`src/rtl/rf_arb_pkg.sv`:
```
// Shared types and constants for the reg_file write-port arbiter.
// Sizes match the 8x8 reg_file (8-bit data, 3-bit address, 8 registers).
package rf_arb_pkg;

    typedef enum logic {
        ST_CLEAR = 1'b0,
        ST_RUN   = 1'b1
    } rf_state_e;

    localparam int RF_DW    = 8;
    localparam int RF_AW    = 3;
    localparam int RF_DEPTH = 8;

    // Round-robin successor of a winner index, wrapping at n-1
    function automatic logic [2:0] rr_next(input logic [2:0] idx, input int n);
        return (int'(idx) == n - 1) ? 3'd0 : idx + 3'd1;
    endfunction

endpackage

```
`src/rtl/regfile_write_arbiter_if.sv`:
```
// Requester bus and reg_file write-port signals of the write arbiter.
// The master side is the requesters plus reg_file; the slave side is the arbiter.
interface regfile_write_arbiter_if
    import rf_arb_pkg::*;
#(
    parameter int NREQ = 3,
    parameter int DW   = RF_DW,
    parameter int AW   = RF_AW
);
    logic [NREQ-1:0]    req_valid;
    logic [NREQ*AW-1:0] req_addr;
    logic [NREQ*DW-1:0] req_data;
    logic [NREQ-1:0]    req_ready;
    logic               rf_write;
    logic [AW-1:0]      rf_addr;
    logic [DW-1:0]      rf_data;
    logic [2:0]         grant_id;
    logic               init_done;

    modport master (
        output req_valid, req_addr, req_data,
        input  req_ready, rf_write, rf_addr, rf_data, grant_id, init_done
    );

    modport slave (
        input  req_valid, req_addr, req_data,
        output req_ready, rf_write, rf_addr, rf_data, grant_id, init_done
    );
endinterface

```
`src/rtl/rr_pick.sv`:
```
// Combinational round-robin selector: one-hot grant on the first request
// at or after ptr, wrapping modulo NREQ.
module rr_pick #(
    parameter int NREQ = 3
) (
    input  logic [NREQ-1:0] i_req,
    input  logic [2:0]      i_ptr,
    output logic [NREQ-1:0] o_gnt,
    output logic [2:0]      o_idx,
    output logic            o_any
);
    always_comb begin
        int off;
        int best;
        off   = 0;
        best  = NREQ;
        o_idx = '0;
        o_any = 1'b0;
        o_gnt = '0;
        // Distance of each requester from the pointer; the smallest valid one wins
        for (int i = 0; i < NREQ; i++) begin
            off = (i >= int'(i_ptr)) ? i - int'(i_ptr) : i + NREQ - int'(i_ptr);
            if (i_req[i] && off < best) begin
                best  = off;
                o_idx = 3'(i);
                o_any = 1'b1;
            end
        end
        for (int i = 0; i < NREQ; i++) begin
            o_gnt[i] = o_any && (o_idx == 3'(i));
        end
    end
endmodule

```
`src/rtl/regfile_write_arbiter.sv`:
```
// Clears every reg_file register after reset, then grants the write port
// round-robin. Optional macro RF_ARB_ZERO_REG_EN hardwires register 0.
module regfile_write_arbiter
    import rf_arb_pkg::*;
#(
    parameter int NREQ = 3,
    parameter int DW   = RF_DW,
    parameter int AW   = RF_AW
) (
    input  logic               CLK,
    input  logic               RESET,
    regfile_write_arbiter_if.slave arb_bus
);
    // state    | meaning
    // ST_CLEAR | sweep writes zero to addresses 0..DEPTH-1, no grants
    // ST_RUN   | one round-robin grant per cycle, registered write

    rf_state_e     r_state;
    logic [AW-1:0] r_sweep_ptr;
    logic [2:0]    r_rr_ptr;
    logic          r_rf_write;
    logic [AW-1:0] r_rf_addr;
    logic [DW-1:0] r_rf_data;
    logic [2:0]    r_grant_id;
    logic          r_init_done;

    logic [NREQ-1:0] w_gnt;
    logic [2:0]      w_idx;
    logic            w_any;
    logic [AW-1:0]   w_win_addr;
    logic [DW-1:0]   w_win_data;
    logic            w_win_wr;

    rr_pick #(.NREQ(NREQ)) u_rr_pick (
        .i_req (arb_bus.req_valid),
        .i_ptr (r_rr_ptr),
        .o_gnt (w_gnt),
        .o_idx (w_idx),
        .o_any (w_any)
    );

    assign w_win_addr = arb_bus.req_addr[int'(w_idx)*AW +: AW];
    assign w_win_data = arb_bus.req_data[int'(w_idx)*DW +: DW];

`ifdef RF_ARB_ZERO_REG_EN
    assign w_win_wr = (w_win_addr != '0);
`else
    assign w_win_wr = 1'b1;
`endif

    // Gating with RESET keeps a request from being accepted on the reset edge
    assign arb_bus.req_ready = (r_state == ST_RUN && !RESET) ? w_gnt : '0;

    always_ff @(posedge CLK) begin
        if (RESET) begin
            r_state     <= ST_CLEAR;
            r_sweep_ptr <= '0;
            r_rr_ptr    <= '0;
            r_rf_write  <= 1'b0;
            r_rf_addr   <= '0;
            r_rf_data   <= '0;
            r_grant_id  <= '0;
            r_init_done <= 1'b0;
        end else begin
            case (r_state)
                ST_CLEAR: begin
                    r_rf_write  <= 1'b1;
                    r_rf_addr   <= r_sweep_ptr;
                    r_rf_data   <= '0;
                    r_sweep_ptr <= r_sweep_ptr + 1'b1;
                    if (&r_sweep_ptr) begin
                        r_state     <= ST_RUN;
                        r_init_done <= 1'b1;
                    end
                end
                ST_RUN: begin
                    if (w_any) begin
                        r_rf_write <= w_win_wr;
                        r_rf_addr  <= w_win_addr;
                        r_rf_data  <= w_win_data;
                        r_grant_id <= w_idx;
                        r_rr_ptr   <= rr_next(w_idx, NREQ);
                    end else begin
                        r_rf_write <= 1'b0;
                    end
                end
                default: r_state <= ST_CLEAR;
            endcase
        end
    end

    assign arb_bus.rf_write  = r_rf_write;
    assign arb_bus.rf_addr   = r_rf_addr;
    assign arb_bus.rf_data   = r_rf_data;
    assign arb_bus.grant_id  = r_grant_id;
    assign arb_bus.init_done = r_init_done;

endmodule

```
`src/flat_wrapper.sv`:
```
// flat-port wrapper written by rule: the top's interface ports become plain ports
module regfile_write_arbiter_flat import rf_arb_pkg::*;
#(
    parameter int NREQ = 3,
    parameter int DW   = RF_DW,
    parameter int AW   = RF_AW
)
  (CLK, RESET, arb_bus_req_valid, arb_bus_req_addr, arb_bus_req_data, arb_bus_req_ready, arb_bus_rf_write, arb_bus_rf_addr, arb_bus_rf_data, arb_bus_grant_id, arb_bus_init_done);
  regfile_write_arbiter_if #(.NREQ(NREQ), .DW(DW), .AW(AW)) arb_bus_i ();
  input  logic CLK;
  input  logic RESET;
  input wire logic [$bits(arb_bus_i.req_valid)-1:0] arb_bus_req_valid;
  input wire logic [$bits(arb_bus_i.req_addr)-1:0] arb_bus_req_addr;
  input wire logic [$bits(arb_bus_i.req_data)-1:0] arb_bus_req_data;
  output wire logic [$bits(arb_bus_i.req_ready)-1:0] arb_bus_req_ready;
  output wire logic [$bits(arb_bus_i.rf_write)-1:0] arb_bus_rf_write;
  output wire logic [$bits(arb_bus_i.rf_addr)-1:0] arb_bus_rf_addr;
  output wire logic [$bits(arb_bus_i.rf_data)-1:0] arb_bus_rf_data;
  output wire logic [$bits(arb_bus_i.grant_id)-1:0] arb_bus_grant_id;
  output wire logic [$bits(arb_bus_i.init_done)-1:0] arb_bus_init_done;
  assign arb_bus_i.req_valid = arb_bus_req_valid;
  assign arb_bus_i.req_addr = arb_bus_req_addr;
  assign arb_bus_i.req_data = arb_bus_req_data;
  assign arb_bus_req_ready = arb_bus_i.req_ready;
  assign arb_bus_rf_write = arb_bus_i.rf_write;
  assign arb_bus_rf_addr = arb_bus_i.rf_addr;
  assign arb_bus_rf_data = arb_bus_i.rf_data;
  assign arb_bus_grant_id = arb_bus_i.grant_id;
  assign arb_bus_init_done = arb_bus_i.init_done;
  regfile_write_arbiter #(.NREQ(NREQ), .DW(DW), .AW(AW)) u_core (.CLK(CLK), .RESET(RESET), .arb_bus(arb_bus_i));
endmodule
```
`config.mk`:
```
export PLATFORM = sky130hd
export DESIGN_NAME = regfile_write_arbiter_flat
export DESIGN_NICKNAME = d
export VERILOG_FILES = /design/src/rtl/rf_arb_pkg.sv /design/src/rtl/regfile_write_arbiter_if.sv /design/src/rtl/rr_pick.sv /design/src/rtl/regfile_write_arbiter.sv /design/src/flat_wrapper.sv
export SDC_FILE = /design/constraint.sdc
export NUM_CORES = 1
export LEC_CHECK = 0
export BUFFER_PORTS_ARGS = -buffer_cell sky130_fd_sc_hd__buf_4
export CORE_MARGIN = 5
export CORE_UTILIZATION = 51
export CTS_CLUSTER_DIAMETER = 50
export CTS_CLUSTER_SIZE = 30
export DETAILED_ROUTE_END_ITERATION = 12
export GPL_TIMING_DRIVEN = 0
export PLACE_DENSITY = 0.84
export RECOVER_POWER = 100
export SLEW_MARGIN = 20
export SYNTH_ARGS = -nofsm -noshare
export SYNTH_HDL_FRONTEND = slang
export SYNTH_SLANG_ARGS = --single-unit
```
`constraint.sdc`:
```
create_clock -name CLK -period 9.2 [get_ports CLK]
set_clock_uncertainty 0.2 [all_clocks]
set_input_delay 0.46 -clock CLK [delete_from_list [all_inputs] [get_ports CLK]]
set_output_delay 0.46 -clock CLK [all_outputs]
set_load 0.02 [all_outputs]
```
=== Yosys cells after proc, flatten, opt, wreduce, memory -nomap -nowiden ===
Cells that the tools add are included.
W data, S select, Z words.

* Flip-flop bits (word level): 23

* Add/sub/neg operators: 8
* $mul: 1
* $lt $le $gt $ge: 6
* Equal/unequal tests: 4
* Shift-type cells: 2
* Mux-type cells: 20
* Bitwise operators: 1
* Reductions and logical operators: 12

{| class="wikitable"
|+ Operators with widths
! operator !! number
|-
| $mux W32 || 5
|-
| $lt A32 B32 Y1 || 2
|-
| $lt A32 B3 Y1 const B || 1
|-
| $shiftx A9 B32 Y3 || 1
|-
| $shiftx A24 B7 Y8 || 1
|-
| $pmux W8 S2 || 1
|-
| $mux W3 || 4
|-
| $mux W8 || 1
|-
| $sub A1 B3 Y4 const A || 2
|-
| $sub A2 B3 Y4 const A || 2
|-
| $sub A3 B3 Y4 const A || 2
|-
| $logic_and A1 B1 Y1 || 7
|-
| $mux W1 || 7
|-
| $add A3 B1 Y3 const B || 2
|-
| $ge A1 B3 Y1 const A || 2
|-
| $pmux W3 S2 || 1
|-
| $mul A3 B2 Y5 const B || 1
|-
| $reduce_and A4 Y1 || 1
|-
| $eq A3 B1 Y1 const B || 1
|-
| $eq A3 B2 Y1 const B || 1
|-
| $eq A3 B3 Y1 const B || 1
|-
| $ge A2 B3 Y1 const A || 1
|-
| $logic_not A3 Y1 || 1
|-
| $reduce_and A3 Y1 || 1
|-
| 5 further kinds || 5
|}

=== Logic depth before layout (Yosys ltp) ===
* Depth in word-level cells: 15
* Mapped depth: 28
* Depth with buffers taken out: 23

=== Modules after synthesis ===
From an unflattened synthesis, not the netlist that was laid out.

* Cells, all modules: 230
* Area total of the unflattened synthesis: 1,894.3 µm²

{| class="wikitable"
|+ Modules (own cells, without submodules)
! module !! times used !! cells an instance !! area each (µm²)
|-
| regfile_write_arbiter || 1 || 140 || 1,166.1
|-
| rr_pick || 1 || 90 || 728.2
|}

=== Least setup slack after synthesis ===
No wires, ideal clock.

* Path kind: register to output
* Start point: reg u_core.r_rr_ptr[0]
* End point: out arb_bus_req_ready[2]
* Arrival: 4.922 ns
* Slack: 3.618 ns
* Cell stages (with the launch flop): 25
* Buffers on the path: 5
* Path through: dfxtp_1 -> clkbuf_1 -> inv_1 -> ha_1 -> nor2b_2 -> nor3_1 -> nor2_1 -> nor2_1 -> nor2_1 -> inv_1 -> ha_1 -> and3_1 -> a211o_1 -> o21a_1 -> buf_2 -> buf_4 -> mux2i_1 -> ha_1 -> nor3b_1 -> o221ai_1 -> o31a_1 -> a311o_1 -> buf_6 -> buf_6 -> nor2_1

* Cells in the longest elaborated chain, start to end: 14

{| class="wikitable"
|+ Ends and longest elaborated chain
! element !! RTL line !! source
|-
| start, declared || regfile_write_arbiter.sv:20 || <nowiki>logic [2:0] r_rr_ptr;</nowiki>
|-
| start signal, assigned || regfile_write_arbiter.sv:82 || <nowiki>r_rr_ptr <= rr_next(w_idx, NREQ);</nowiki>
|-
| $sub A2 B3 Y4, or another cell as far along || rr_pick.sv:22 || <nowiki>off = (i >= int'(i_ptr)) ? i - int'(i_ptr) : i + NREQ - int'(i_ptr);</nowiki>
|-
| $mux W32 || rr_pick.sv:22 ||
|-
| $lt A32 B3 Y1 || rr_pick.sv:23 || <nowiki>if (i_req[i] && off < best) begin</nowiki>
|-
| $logic_and A1 B1 Y1 || rr_pick.sv:23 ||
|-
| $mux W32 || rr_pick.sv:23 ||
|-
| $lt A32 B32 Y1 || rr_pick.sv:23 ||
|-
| $logic_and A1 B1 Y1 || rr_pick.sv:23 ||
|-
| $mux W32 || rr_pick.sv:23 ||
|-
| $lt A32 B32 Y1 || rr_pick.sv:23 ||
|-
| $logic_and A1 B1 Y1 || rr_pick.sv:23 ||
|-
| $mux W3 || rr_pick.sv:23 ||
|-
| $eq A3 B2 Y1 || rr_pick.sv:30 || <nowiki>o_gnt[i] = o_any && (o_idx == 3'(i));</nowiki>
|-
| $logic_and A1 B1 Y1 * || rr_pick.sv:30 ||
|-
| $mux W3 * || regfile_write_arbiter.sv:52 || <nowiki>assign arb_bus.req_ready = (r_state == ST_RUN && !RESET) ? w_gnt : '0;</nowiki>
|-
| end, declared || flat_wrapper.sv:15 || <nowiki>output wire logic [$bits(arb_bus_i.req_ready)-1:0] arb_bus_req_ready;</nowiki>
|}

Mark *: on every way between the ends. The rest lies on a longest branch, timed or not.

=== Worst setup path in the final report ===
Same ends and word-level chain as after synthesis.

==> flow_summary.ini <==
[die]
core-area_um2 = 3340
design.die.area_um2 = 4740
start_util = 0.529
floorplan.die.height_um = 68.8
rows = 21
io_pins = 57
die-width_um = 68.8

[sta]
hold_viol = 0
timing.final.setup_violations = 0
timing.final.crit_share = 0.801
worst_slew_pin_slew_ns = 0.586
timing.slew.headroom = 0.609
slew_viol_final = 0
fin_ws_ns = 1.83
fin_tns_setup_ns = 0
setup_repair_after_global_routing_missed_its_margin = no
post-route-min-period_ns = 7.37
max_freq_mhz = 136

[yosys]
synth_cell_types = 44
async_flop_share = 0
synthesis.area_um2 = 1770
synth-edff-count = 0
yosys.area.top_type_share = 0.249
synth_sequential_area_ratio = 0.249
yosysMostFrequentCell = sky130_fd_sc_hd__nor2_1
synth.top_cells.by_count = sky130_fd_sc_hd__nor2_1, sky130_fd_sc_hd__dfxtp_1, sky130_fd_sc_hd__mux2_2, sky130_fd_sc_hd__ha_1, sky130_fd_sc_hd__mux2i_1
synth.yosys.warnings = 0
syn_area_per_cell_um2 = 8.96
synth_area_leaders = sky130_fd_sc_hd__dfxtp_1, sky130_fd_sc_hd__ha_1, sky130_fd_sc_hd__mux2_2, sky130_fd_sc_hd__mux2i_1, sky130_fd_sc_hd__nor2_1
syn_inst = 197
postSynthRegisterBits = 22
yosys_most_used_dff = sky130_fd_sc_hd__dfxtp_1
synthesis.nets = 253
netlist.top_cell.by_area = sky130_fd_sc_hd__dfxtp_1

[worst_setup_path]
cpMaxStageDelayCell = sky130_fd_sc_hd__clkbuf_1
worst_path_most_repeated_cell = sky130_fd_sc_hd__clkbuf_1
crit_cells = 27
r2r-end = u_core.arb_bus.grant_id[0]
cpPeakStageDelay_ns = 0.52
reg2regPathDepth = 26
cp.buffers_inverters = 8
critical_path_peak_fanout = 10
cp_data_arrival_time_ns = 6.71
critical_path.top_delay_family = buffers and inverters
critPathLaunch = u_core.r_rr_ptr[0]
reg2reg_setup_slack_ns = 2.55
critPathCaptureType = primary output
path_class = reg2out
cp.required_ns = 8.54
worst_setup_path_start_kind = register
crit_path_end = arb_bus_req_ready[2]
r2r-start = u_core.r_rr_ptr[0]

[hold_path]
timing.hold.worst.start = arb_bus_req_data[17]
holdCritPathClass = in2reg

[pwr]
switching_share = 0.264
p_switching_w = 0.0000544
internal-power_w = 0.000151
power.density_nw_per_um2 = 94.3
total_power_w = 0.000206
leakagePower_nw = 0.968
power_frac_clock = 0.262
p_comb_frac = 0.254
irDropWorstVdd_v = 0.0000967
pwr-share-seq = 0.484

[cells_and_area]
fin_area_um2 = 2180
layout-drive-gt1-share = 0.266
num-nets-final = 313
n_antenna_cell = 0
fillCellCount = 311
flow.area_growth_from_synthesis_pct = 23.7

[cts]
cts_tree = yes
clock_tree.root_cell = sky130_fd_sc_hd__clkbuf_4
cts.sink_count = 22
post_cts_buffers = 0
clkLatencyLatePin_ns = 0.31
clk_pin_slew_worst_paths_ns = 0.13
post_cts.resized_instances = 0
tritoncts.num_buffers = 3
cts_htree_levels = 1
maximum_clock_path_buffer_count = 2
holdBufCountCts = 0

[global_route]
antenna_found_initial = 0
global_route.usage.met1 = 0.209
grt_start_max_net_pins = 13
first_pass_grt_wire_length_um = 6510
global_route.peak_usage_layer = met2
gr-usage-all-layers = 0.178
globalRouteMet3Util = 0.0324
met2_usage = 0.325
first_global_vias = 1549
globalRouteOverflowTotal = 0

[detailed_routing]
route.final.wire_length_um = 4100
detailroute.via_count = 1591
drc_violations = 0
final_antenna_net_count = 0
drtIter0Drc = 114
dr.pass1.iters = 4
routed_wire_length_per_instance_um = 13.6
viasPerCell = 5.27

[place]
hpwl_after_detailed_placement_um = 3350
place_worst_setup_slack_ns = 2.94
placement.cell_area_um2 = 2240
place_congestion = 0.936
portBuffers = 55

[run_status]
status = finished, final reports clean

[run]
timing.max_cap.violations = 0
-- registers in the layout, indices dropped and copies added, names as in the netlist --
signal,count
u_core.arb_bus.grant_id,2
u_core.arb_bus.init_done,1
u_core.arb_bus.rf_addr,3
u_core.arb_bus.rf_data,8
u_core.arb_bus.rf_write,1
u_core.r_rr_ptr,3
u_core.r_state,1
u_core.r_sweep_ptr,3
-- cells by family (layout without fill, tap and decap cells) --
logic type / Yosys count / count (layout) / synth area share
XOR/XNOR: 4 / 4 / 0.0198
other: 1 / 1 / 0.00212
flip-flops: 22 / 22 / 0.249
buffers and inverters: 18 / 77 / 0.0524
adder cells (fa/ha/maj): 18 / 18 / 0.128
AND/OR/NAND/NOR: 65 / 65 / 0.184
AO/OA/AOI/OAI: 33 / 33 / 0.143
multiplexers: 36 / 36 / 0.221
-- worst min-delay path by stage --
stage	slack, ns	to	depth (start not counted)
after floorplan	0.31	u_core.r_sweep_ptr[1]	2
after detailed placement	0.27	u_core.arb_bus.init_done	2
after CTS	0.16	u_core.arb_bus.rf_data[4]	3
after global placement	0.26	u_core.arb_bus.grant_id[0]	2
after global routing	0.19	u_core.arb_bus.rf_data[4]	3
final	0.17	u_core.arb_bus.rf_data[1]	3
-- power groups by stage --
stage	Sequential, W	Combinational, W	Clock (W)
2_1_floorplan	0.000103	0.0000334	0
3_3_place_gp	0.000102	0.0000534	0
3_5_place_dp	0.000102	0.0000545	0
4_1_cts	0.0000998	0.0000547	0.0000557
5_1_grt	0.000100	0.0000574	0.0000576
6_report	0.0000997	0.0000522	0.0000540
-- layout by cell type (no fill, tap or decap), drive strengths merged --
cell      n
a211o     1
a211oi    2
a21o      2
a21oi     7
a2bb2oi   1
a311o     1
a31oi     1
a41oi     2
and3      2
and4b     1
buf      41
clkbuf   28
conb      1
dfxtp    22
ha       18
inv       8
mux2     21
mux2i    15
nand2     4
nand2b    7
nand3     4
nand3b    1
nand4b    1
nor2     33
nor2b     7
nor3      2
nor3b     3
o2111ai   1
o21a      2
o21ai     5
o21bai    3
o221ai    1
o311a     3
o31a      1
xnor2     3
xor2      1
-- layout make-up --
type | count | area, um2 | area share
flip-flops and latches | 22 | 440 | 0.202
inverters | 8 | 30.0 | 0.0138
repair buffers | 55 | 345 | 0.158
well taps | 46 | 57.6 | 0.0264
plain buffers | 10 | 50.0 | 0.0229
multi-input cells | 157 | 1220 | 0.560
clock buffers | 4 | 36.3 | 0.0166
-- routing by layer --
metal / part of all wire / wire length, um
met1: 0.41 / 1670
met2: 0.52 / 2150
met3: 0.059 / 241
met4: 0.011 / 44
met5: 0 / 0
-- per-stage QoR --
stage	hold WS (ns)	instances	util
after floorplan	0.315	197	-
after global placement	0.260	298	0.670
after detailed placement	0.268	298	0.670
after CTS	0.158	302	0.681
after global routing	0.186	302	0.654
final	0.169	302	0.654
-- tightest hold or removal path, cell delays in order --
cell and delay, ns:
sky130_fd_sc_hd__buf_4 0.08, sky130_fd_sc_hd__mux2i_1 0.05, sky130_fd_sc_hd__nor2_1 0.07
Note: power is estimated with default switching activity, not from simulation.
